$ cat config.mk
export PLATFORM = sky130hd
export DESIGN_NAME = mm_cmd_master
export DESIGN_NICKNAME = d
export VERILOG_FILES = /design/src/rtl/mm_cmd_pkg.sv /design/src/rtl/mm_timeout_ctr.sv /design/src/rtl/mm_cmd_master.sv
export SDC_FILE = /design/constraint.sdc
export NUM_CORES = 1
export LEC_CHECK = 0
export ABC_AREA = 1
export CORE_MARGIN = 3
export CORE_UTILIZATION = 32
export DETAILED_ROUTE_END_ITERATION = 10
export PLACE_DENSITY = 0.65
export SYNTH_ARGS = -nofsm -noshare
export SYNTH_HDL_FRONTEND = slang
export SYNTH_SLANG_ARGS = --single-unit
export TNS_END_PERCENT = 100
$ cat constraint.sdc
create_clock -name mm_clk -period 2.75 [get_ports mm_clk]
set_input_delay 0.55 -clock mm_clk [delete_from_list [all_inputs] [get_ports mm_clk]]
set_output_delay 0.55 -clock mm_clk [all_outputs]
set_load 0.005 [all_outputs]
$ cat src/rtl/mm_cmd_pkg.sv
// Shared types and constants for the Avalon-MM command master: FSM states,
// response status codes and fixed bus constants.
package mm_cmd_pkg;

    localparam int MM_DATA_W = 32;
    localparam int MM_BE_W   = 4;
    localparam logic [MM_BE_W-1:0] MM_BE_ALL = 4'hF;

    typedef enum logic [1:0] {
        IDLE    = 2'd0,
        REQ     = 2'd1,
        RD_WAIT = 2'd2,
        RESP    = 2'd3
    } state_t;

    typedef enum logic [1:0] {
        OK          = 2'd0,
        TIMEOUT_REQ = 2'd1,
        TIMEOUT_RD  = 2'd2
    } rsp_status_t;

endpackage

$ cat src/rtl/mm_timeout_ctr.sv
// Saturating phase counter for the command master; 'expired' is high while the
// count sits at TIMEOUT_CYCLES-1. Clear has priority over enable.
module mm_timeout_ctr
    import mm_cmd_pkg::*;
#(
    parameter int TIMEOUT_CYCLES = 2048
) (
    input  logic mm_clk,
    input  logic rst,
    input  logic clr,
    input  logic en,
    output logic expired
);

    localparam int CNT_W = $clog2(TIMEOUT_CYCLES);
    localparam logic [CNT_W-1:0] CNT_LAST = CNT_W'(TIMEOUT_CYCLES - 1);

    logic [CNT_W-1:0] cnt_q;
    logic [CNT_W-1:0] cnt_d;

    always_comb begin
        cnt_d = cnt_q;
        if (clr) begin
            cnt_d = '0;
        end else if (en && (cnt_q != CNT_LAST)) begin
            cnt_d = cnt_q + 1'b1;
        end
    end

    always_ff @(posedge mm_clk or posedge rst) begin
        if (rst) begin
            cnt_q <= '0;
        end else begin
            cnt_q <= cnt_d;
        end
    end

    assign expired = (cnt_q == CNT_LAST);

endmodule

$ cat src/rtl/mm_cmd_master.sv
// Avalon-MM master: one host command in, one single-beat transfer out, one response back.
// Define MM_CMD_MASTER_WRITE_ACK_EN to make writes (accepted or timed out) return a response.
module mm_cmd_master
    import mm_cmd_pkg::*;
#(
    parameter int ADDR_SIZE      = 4,
    parameter int TIMEOUT_CYCLES = 2048
) (
    input  logic                   mm_clk,
    input  logic                   rst,
    input  logic                   cmd_valid,
    output logic                   cmd_ready,
    input  logic                   cmd_write,
    input  logic [ADDR_SIZE-1:0]   cmd_address,
    input  logic [MM_DATA_W-1:0]   cmd_wdata,
    output logic                   rsp_valid,
    input  logic                   rsp_ready,
    output logic [MM_DATA_W-1:0]   rsp_data,
    output rsp_status_t            rsp_status,
    output logic                   rsp_is_write,
    output logic [ADDR_SIZE-1:0]   mm_address,
    output logic                   mm_burstcount,
    output logic                   mm_read,
    output logic                   mm_write,
    output logic [MM_DATA_W-1:0]   mm_writedata,
    output logic [MM_BE_W-1:0]     mm_byteenable,
    input  logic                   mm_waitrequest,
    input  logic [MM_DATA_W-1:0]   mm_readdata,
    input  logic                   mm_readdatavalid
);

`ifdef MM_CMD_MASTER_WRITE_ACK_EN
    localparam bit WR_ACK_EN = 1'b1;
`else
    localparam bit WR_ACK_EN = 1'b0;
`endif

    state_t                 state_q,        state_d;
    logic                   cmd_ready_q,    cmd_ready_d;
    logic                   rsp_valid_q,    rsp_valid_d;
    logic [MM_DATA_W-1:0]   rsp_data_q,     rsp_data_d;
    rsp_status_t            rsp_status_q,   rsp_status_d;
    logic                   rsp_is_write_q, rsp_is_write_d;
    logic [ADDR_SIZE-1:0]   mm_address_q,   mm_address_d;
    logic                   mm_read_q,      mm_read_d;
    logic                   mm_write_q,     mm_write_d;
    logic [MM_DATA_W-1:0]   mm_writedata_q, mm_writedata_d;
    logic                   op_write_q,     op_write_d;

    logic ctr_clr;
    logic ctr_en;
    logic expired;

    // Every phase starts from zero; the counter only runs while waiting on the slave.
    assign ctr_clr = (state_d != state_q);
    assign ctr_en  = (state_q == REQ) || (state_q == RD_WAIT);

    mm_timeout_ctr #(
        .TIMEOUT_CYCLES (TIMEOUT_CYCLES)
    ) u_timeout_ctr (
        .mm_clk  (mm_clk),
        .rst     (rst),
        .clr     (ctr_clr),
        .en      (ctr_en),
        .expired (expired)
    );

    always_comb begin
        state_d        = state_q;
        cmd_ready_d    = cmd_ready_q;
        rsp_valid_d    = rsp_valid_q;
        rsp_data_d     = rsp_data_q;
        rsp_status_d   = rsp_status_q;
        rsp_is_write_d = rsp_is_write_q;
        mm_address_d   = mm_address_q;
        mm_read_d      = mm_read_q;
        mm_write_d     = mm_write_q;
        mm_writedata_d = mm_writedata_q;
        op_write_d     = op_write_q;

        case (state_q)
            IDLE: begin
                cmd_ready_d = 1'b1;
                if (cmd_valid && cmd_ready_q) begin
                    mm_address_d   = cmd_address;
                    mm_writedata_d = cmd_wdata;
                    op_write_d     = cmd_write;
                    mm_read_d      = !cmd_write;
                    mm_write_d     = cmd_write;
                    cmd_ready_d    = 1'b0;
                    state_d        = REQ;
                end
            end

            REQ: begin
                if (!mm_waitrequest || expired) begin
                    mm_read_d  = 1'b0;
                    mm_write_d = 1'b0;
                    if (op_write_q && !WR_ACK_EN) begin
                        // Silent write: straight back to accepting commands.
                        cmd_ready_d = 1'b1;
                        state_d     = IDLE;
                    end else if (!mm_waitrequest && !op_write_q && !mm_readdatavalid) begin
                        state_d = RD_WAIT;
                    end else begin
                        rsp_valid_d    = 1'b1;
                        rsp_is_write_d = op_write_q;
                        rsp_data_d     = '0;
                        rsp_status_d   = mm_waitrequest ? TIMEOUT_REQ : OK;
                        if (!mm_waitrequest && !op_write_q) begin
                            rsp_data_d = mm_readdata;
                        end
                        state_d = RESP;
                    end
                end
            end

            RD_WAIT: begin
                if (mm_readdatavalid) begin
                    rsp_valid_d    = 1'b1;
                    rsp_is_write_d = 1'b0;
                    rsp_data_d     = mm_readdata;
                    rsp_status_d   = OK;
                    state_d        = RESP;
                end else if (expired) begin
                    rsp_valid_d    = 1'b1;
                    rsp_is_write_d = 1'b0;
                    rsp_data_d     = '0;
                    rsp_status_d   = TIMEOUT_RD;
                    state_d        = RESP;
                end
            end

            RESP: begin
                if (rsp_ready) begin
                    rsp_valid_d = 1'b0;
                    cmd_ready_d = 1'b1;
                    state_d     = IDLE;
                end
            end

            default: begin
                state_d = IDLE;
            end
        endcase
    end

    always_ff @(posedge mm_clk or posedge rst) begin
        if (rst) begin
            state_q        <= IDLE;
            cmd_ready_q    <= 1'b1;
            rsp_valid_q    <= 1'b0;
            rsp_data_q     <= '0;
            rsp_status_q   <= OK;
            rsp_is_write_q <= 1'b0;
            mm_address_q   <= '0;
            mm_read_q      <= 1'b0;
            mm_write_q     <= 1'b0;
            mm_writedata_q <= '0;
            op_write_q     <= 1'b0;
        end else begin
            state_q        <= state_d;
            cmd_ready_q    <= cmd_ready_d;
            rsp_valid_q    <= rsp_valid_d;
            rsp_data_q     <= rsp_data_d;
            rsp_status_q   <= rsp_status_d;
            rsp_is_write_q <= rsp_is_write_d;
            mm_address_q   <= mm_address_d;
            mm_read_q      <= mm_read_d;
            mm_write_q     <= mm_write_d;
            mm_writedata_q <= mm_writedata_d;
            op_write_q     <= op_write_d;
        end
    end

    assign cmd_ready     = cmd_ready_q;
    assign rsp_valid     = rsp_valid_q;
    assign rsp_data      = rsp_data_q;
    assign rsp_status    = rsp_status_q;
    assign rsp_is_write  = rsp_is_write_q;
    assign mm_address    = mm_address_q;
    assign mm_read       = mm_read_q;
    assign mm_write      = mm_write_q;
    assign mm_writedata  = mm_writedata_q;
    assign mm_burstcount = 1'b1;
    assign mm_byteenable = MM_BE_ALL;

endmodule
==> flow_summary.json <==
{
  "endpoint_kind": "flip-flop",
  "dr.first_iter.drc_count": 137,
  "drive_above_1_share_pct": 16.3,
  "cts_tree": "built",
  "yosysSeqAreaShare_pct": 55.3,
  "hold_viol_final": 0,
  "dieArea_sq_um": 13800,
  "rsz0062_at_grt": "no",
  "path_max_fanout": 11,
  "io_pins": 155,
  "syn_area_sq_um": 3980,
  "clk_root_buffer_cell": "clkbuf_16",
  "synth-simple-area-share_pct": 14.3,
  "hold_class": "flip-flop to flip-flop",
  "yosys-top-cells-count": "87 x dfrtp_1, 52 x inv_1, 38 x nand2_1",
  "power_density_nw_per_um2": 1050,
  "grt_max_degree": 89,
  "cts.sinks": 88,
  "ys_types": 35,
  "antenna_cells": 0,
  "place_congestion": 0.784,
  "power_mw": 6.20,
  "ys_dominant_reg_cell": "dfrtp_1",
  "required_ns": 2.95,
  "antenna_found_initial": 0,
  "cp.arrival_ns": 2.43,
  "core_sq_um": 12100,
  "status": "finished clean",
  "r2r-start": "state_q[1]$_DFF_PP0_",
  "antenna_left": 0,
  "grt_use_total_pct": 14.0,
  "grt_pass1_wl_um": 15800,
  "clock_tree.buffer_depth": 2,
  "min_period_ns": 2.23,
  "die_w_um": 118,
  "synth_seq_cells": 88,
  "yosysMostFrequentCell": "dfrtp_1",
  "synth.top_cell.area_share_pct": 54.7,
  "n_fill_cell": 1143,
  "vias_per_cell": 4.31,
  "postCtsHoldBufs": 0,
  "crit_type": "flip-flop to flip-flop",
  "setup_viol": 0,
  "tns_ns": 0,
  "firstDrtPassIters": 4,
  "ctsResizeCount": 0,
  "cts_buffers": 9,
  "ir_drop_uv": 523,
  "clk_pin_slew_ns": 0.06,
  "finClkSkew_ns": 0.00739,
  "area_growth_pct": 47.5,
  "nets": 605,
  "finalCritPeriodShare_pct": 81.0,
  "synth_cells": 376,
  "row_count": 40,
  "clock_latency_ns": 0.34,
  "synth_top_area_cell": "dfrtp_1",
  "cp-start-kind": "flip-flop",
  "hpwl_um": 6720,
  "yosys.area_share.adder_pct": 1.89,
  "async_flop_share_pct": 100,
  "fp.dieH_um": 118,
  "route.vias.total": 2998,
  "numPortBuffers": 148,
  "slew_viol_final": 0,
  "synth_compound_area_share_pct": 7.73,
  "ys_top_cells_by_area": "dfrtp_1 55%, mux2_2 10%, inv_1 4.9%",
  "p_leak_nw": 2.51,
  "clock.fmax_mhz": 449,
  "ys_warn_count": 0,
  "maxCapViolCount": 0,
  "synth_top_family_by_area": "simple AND/OR/NAND/NOR gates",
  "avgSynthCellArea_sq_um": 10.6,
  "synth_xor_area_share_pct": 1.98,
  "htreeDepth": 3,
  "cts_setup_buffers": 0,
  "grt_pass1_vias": 3271,
  "wl_per_cell_um": 13.1,
  "grt_remaining_overflow": 0,
  "initial_core_util_pct": 32.9,
  "whs_ns": 0.492,
  "drcViolationCount": 0,
  "wl_um": 9090,
  "min-delay-start": "mm_write$_DFFE_PP0P_",
  "muxShareOfSynthArea_pct": 10.2,
  "startpoint": "state_q[1]$_DFF_PP0_",
  "synth_edf_count": 0
}
-- critical path, stage by stage (launching register included) --
cell     delay, ns
dfrtp_1       0.44
inv_1         0.17
ha_1          0.41
inv_1         0.10
nor2_1        0.14
inv_1         0.05
nand2_1       0.08
nand2_1       0.06
nand2_1       0.07
nand2_1       0.07
nand2_1       0.06
nand2_1       0.05
nand2_1       0.30
nor2_1        0.09
-- power by group --
group          internal, mW  total, mW  switching [mW]  leakage (nW)
Combinational          1.59       3.02            1.43          1.28
Sequential             1.82       2.10           0.271          1.11
Clock                 0.602       1.08           0.474         0.125
-- state kept, by name, summed over array words and instances (netlist names) --
name / cells
op_write_q: 1
mm_read: 1
mm_address: 4
rsp_valid: 1
u_timeout_ctr.cnt_q: 11
rsp_status: 2
cmd_ready: 1
mm_writedata: 32
rsp_data: 32
mm_write: 1
state_q: 2
-- metrics by stage --
step	cell area, sq um	setup slack (ns)	std cells	utilization (%)
final	5880	0.524	696	48.5
after global routing	5880	0.176	696	48.5
after CTS	5880	0.509	696	48.5
after detailed placement	5620	0.468	681	46.4
after global placement	5620	0.492	681	46.4
after floorplan	4000	0.897	380	-
-- cells in the final DEF, fill, tap and decap left out, types with 2 or more instances in the layout --
master and count:
nor3_1 2, conb_1 6, nor2_2 2, o21ai_1 6
clkbuf_16 9, nand3_1 31, o21ai_2 10, clkdlybuf4s50_1 148
clkinvlp_4 2, dfrtp_1 87, xnor2_1 3, inv_1 51
o31ai_1 2, nand3_2 11, buf_4 6, clkinv_2 3
mux2_2 36, xor2_1 6, nand4_1 2, o21ai_0 23
nand2_1 38, a21oi_1 3, nor2_1 23, ha_1 6
clkbuf_1 2
-- layout make-up --
class,instances,area [sq um],share of cell area (%)
Clock buffer,11,233,3.96
Clock inverter,4,22.5,0.383
Inverter,52,199,3.39
Multi-Input combinational cell,218,1460,24.9
Sequential cell,88,2200,37.5
Tap cell,168,210,3.58
Timing Repair Buffer,155,1550,26.3
-- cells by family after synthesis --
logic type | count (synthesis)
and+or+nand+nor | 113
DFF | 88
buffers and inverters | 74
AOI/OAI and AO/OA | 48
muxes | 36
xor gates and xnor gates | 9
adders and majority gates | 6
other | 2
-- worst paths after layout --
path	end	cells after the start	slack (ns)
max in group asynchronous	mm_writedata[5]$_DFFE_PP0P_	3	1.68
worst max register to register	u_timeout_ctr.cnt_q[5]$_DFFE_PP0P_	13	0.52
worst max-delay path	u_timeout_ctr.cnt_q[5]$_DFFE_PP0P_	13	0.52
worst min register to register	mm_write$_DFFE_PP0P_	2	0.49
worst min-delay path	mm_write$_DFFE_PP0P_	2	0.49
min in group asynchronous	mm_writedata[10]$_DFFE_PP0P_	3	0.70
-- routing by layer --
metal	global-route usage [%]	part of all wire, %	vias up
met5	0	0	-
met4	4.84	0.91	0
met3	6.49	8.9	7
met2	23.4	49	83
met1	15.8	41	1412
li1	-	-	1496
(Power assumes the default switching activity.)
==> RTL change (same settings) <==
Change the parameter `ADDR_SIZE` from 4 to 8.
--- a/src/rtl/mm_cmd_master.sv
+++ b/src/rtl/mm_cmd_master.sv
@@ -3,7 +3,7 @@
 module mm_cmd_master
     import mm_cmd_pkg::*;
 #(
-    parameter int ADDR_SIZE      = 4,
+    parameter int ADDR_SIZE      = 8,
     parameter int TIMEOUT_CYCLES = 2048
 ) (
     input  logic                   mm_clk,
Ports: changed (resized cmd_address and mm_address); port bits go from 155 to 163. No check against the original RTL was run, so the function may have changed too.
==> RTL change against the unedited design <==
Cell area up 5.4%; first-iteration DRC count up 26%; clock skew down 0.0023 ns; worst setup slack worse by 0.054 ns; core utilization up 0.15 points; sequential share of layout area down 0.29 points; critical path type unchanged; total power up 7.0%; area after synthesis up 5.0%; routed wire length up 11%; sequential cell count up 4; via count up 5.0%.
==> RTL change: results <==
{
  "power.internal_mw": 4.28,
  "synth_cells": 388,
  "period_needed_ns": 2.28,
  "synth.area.top_cells": "dfrtp_1, mux2_2, inv_1",
  "h-tree-depth": 3,
  "grt.met3_usage": 0.0458,
  "dp_hpwl_mm": 7.38,
  "design_area_mm2": 0.00619,
  "reg2reg_to": "u_timeout_ctr.cnt_q[4]",
  "synth.area.mux_share": 0.108,
  "yosysUniqueCellTypes": 33,
  "clock_skew_ns": 0.00504,
  "avgViaCountPerCell": 4.37,
  "place_area_mm2": 0.00591,
  "reg2reg_slack_ns": 0.47,
  "status": "complete, no violations",
  "nFillCells": 1188,
  "p_leak_nw": 2.64,
  "synth_compound_area_frac": 0.0790,
  "met2_usage": 0.237,
  "wirelength_mm": 10.1,
  "grt_pass1_vias": 3273,
  "drive_gt1_frac": 0.186,
  "antenna_cells": 0,
  "yosysSeqAreaShare": 0.551,
  "gr-usage-met1": 0.173,
  "grt_pass1_wl_mm": 16.5,
  "arrival_ns": 2.49,
  "hold_ws_ns": 0.488,
  "synth_xor_area_frac": 0.0168,
  "synth.cells.most_frequent": "dfrtp_1, inv_1, mux2_2, nand2_1, nand3_1",
  "gp_congestion": 0.912,
  "place_ws_ns": 0.459,
  "powerDensity_mw_per_mm2": 1070,
  "grt_max_degree": 69,
  "p_seq_mw": 2.21,
  "place_inst": 704,
  "port_buffers": 156
}
RTL change: changes by cell type after synthesis, sizes merged:
| cell | unedited run | this run |
|---|---|---|
| buf | 16 | 21 |
| xor2 | 6 | 4 |
| dfrtp | 87 | 91 |
| inv | 52 | 55 |
| and3 | 0 | 1 |
| clkbuf | 6 | 1 |
| xnor2 | 3 | 4 |
| nand2 | 39 | 40 |
| mux2 | 36 | 40 |
RTL change: worst min-delay path by stage:
stage                     cells after the start               to
final                                         2         mm_write
after global routing                          1  mm_writedata[1]
after CTS                                     2         mm_write
after detailed placement                      2         mm_write
after global placement                        2          mm_read
after floorplan                               2          mm_read
RTL change: cell type report:
class                      count  area share
sequential                    92       0.372
timing repair buffer         162       0.266
multi-input combinational    223       0.249
clock buffer                  10      0.0386
tap                          172      0.0348
inverter                      55      0.0340
clock inverter                 6     0.00627
RTL change: per-layer routing:
metal  vias up  share of wire  wire (µm)
met2        71           0.51       5130
li1       1549              -          -
met4         0          0.013        133
met5         -              0          0
met1      1517           0.42       4180
met3        10          0.061        614
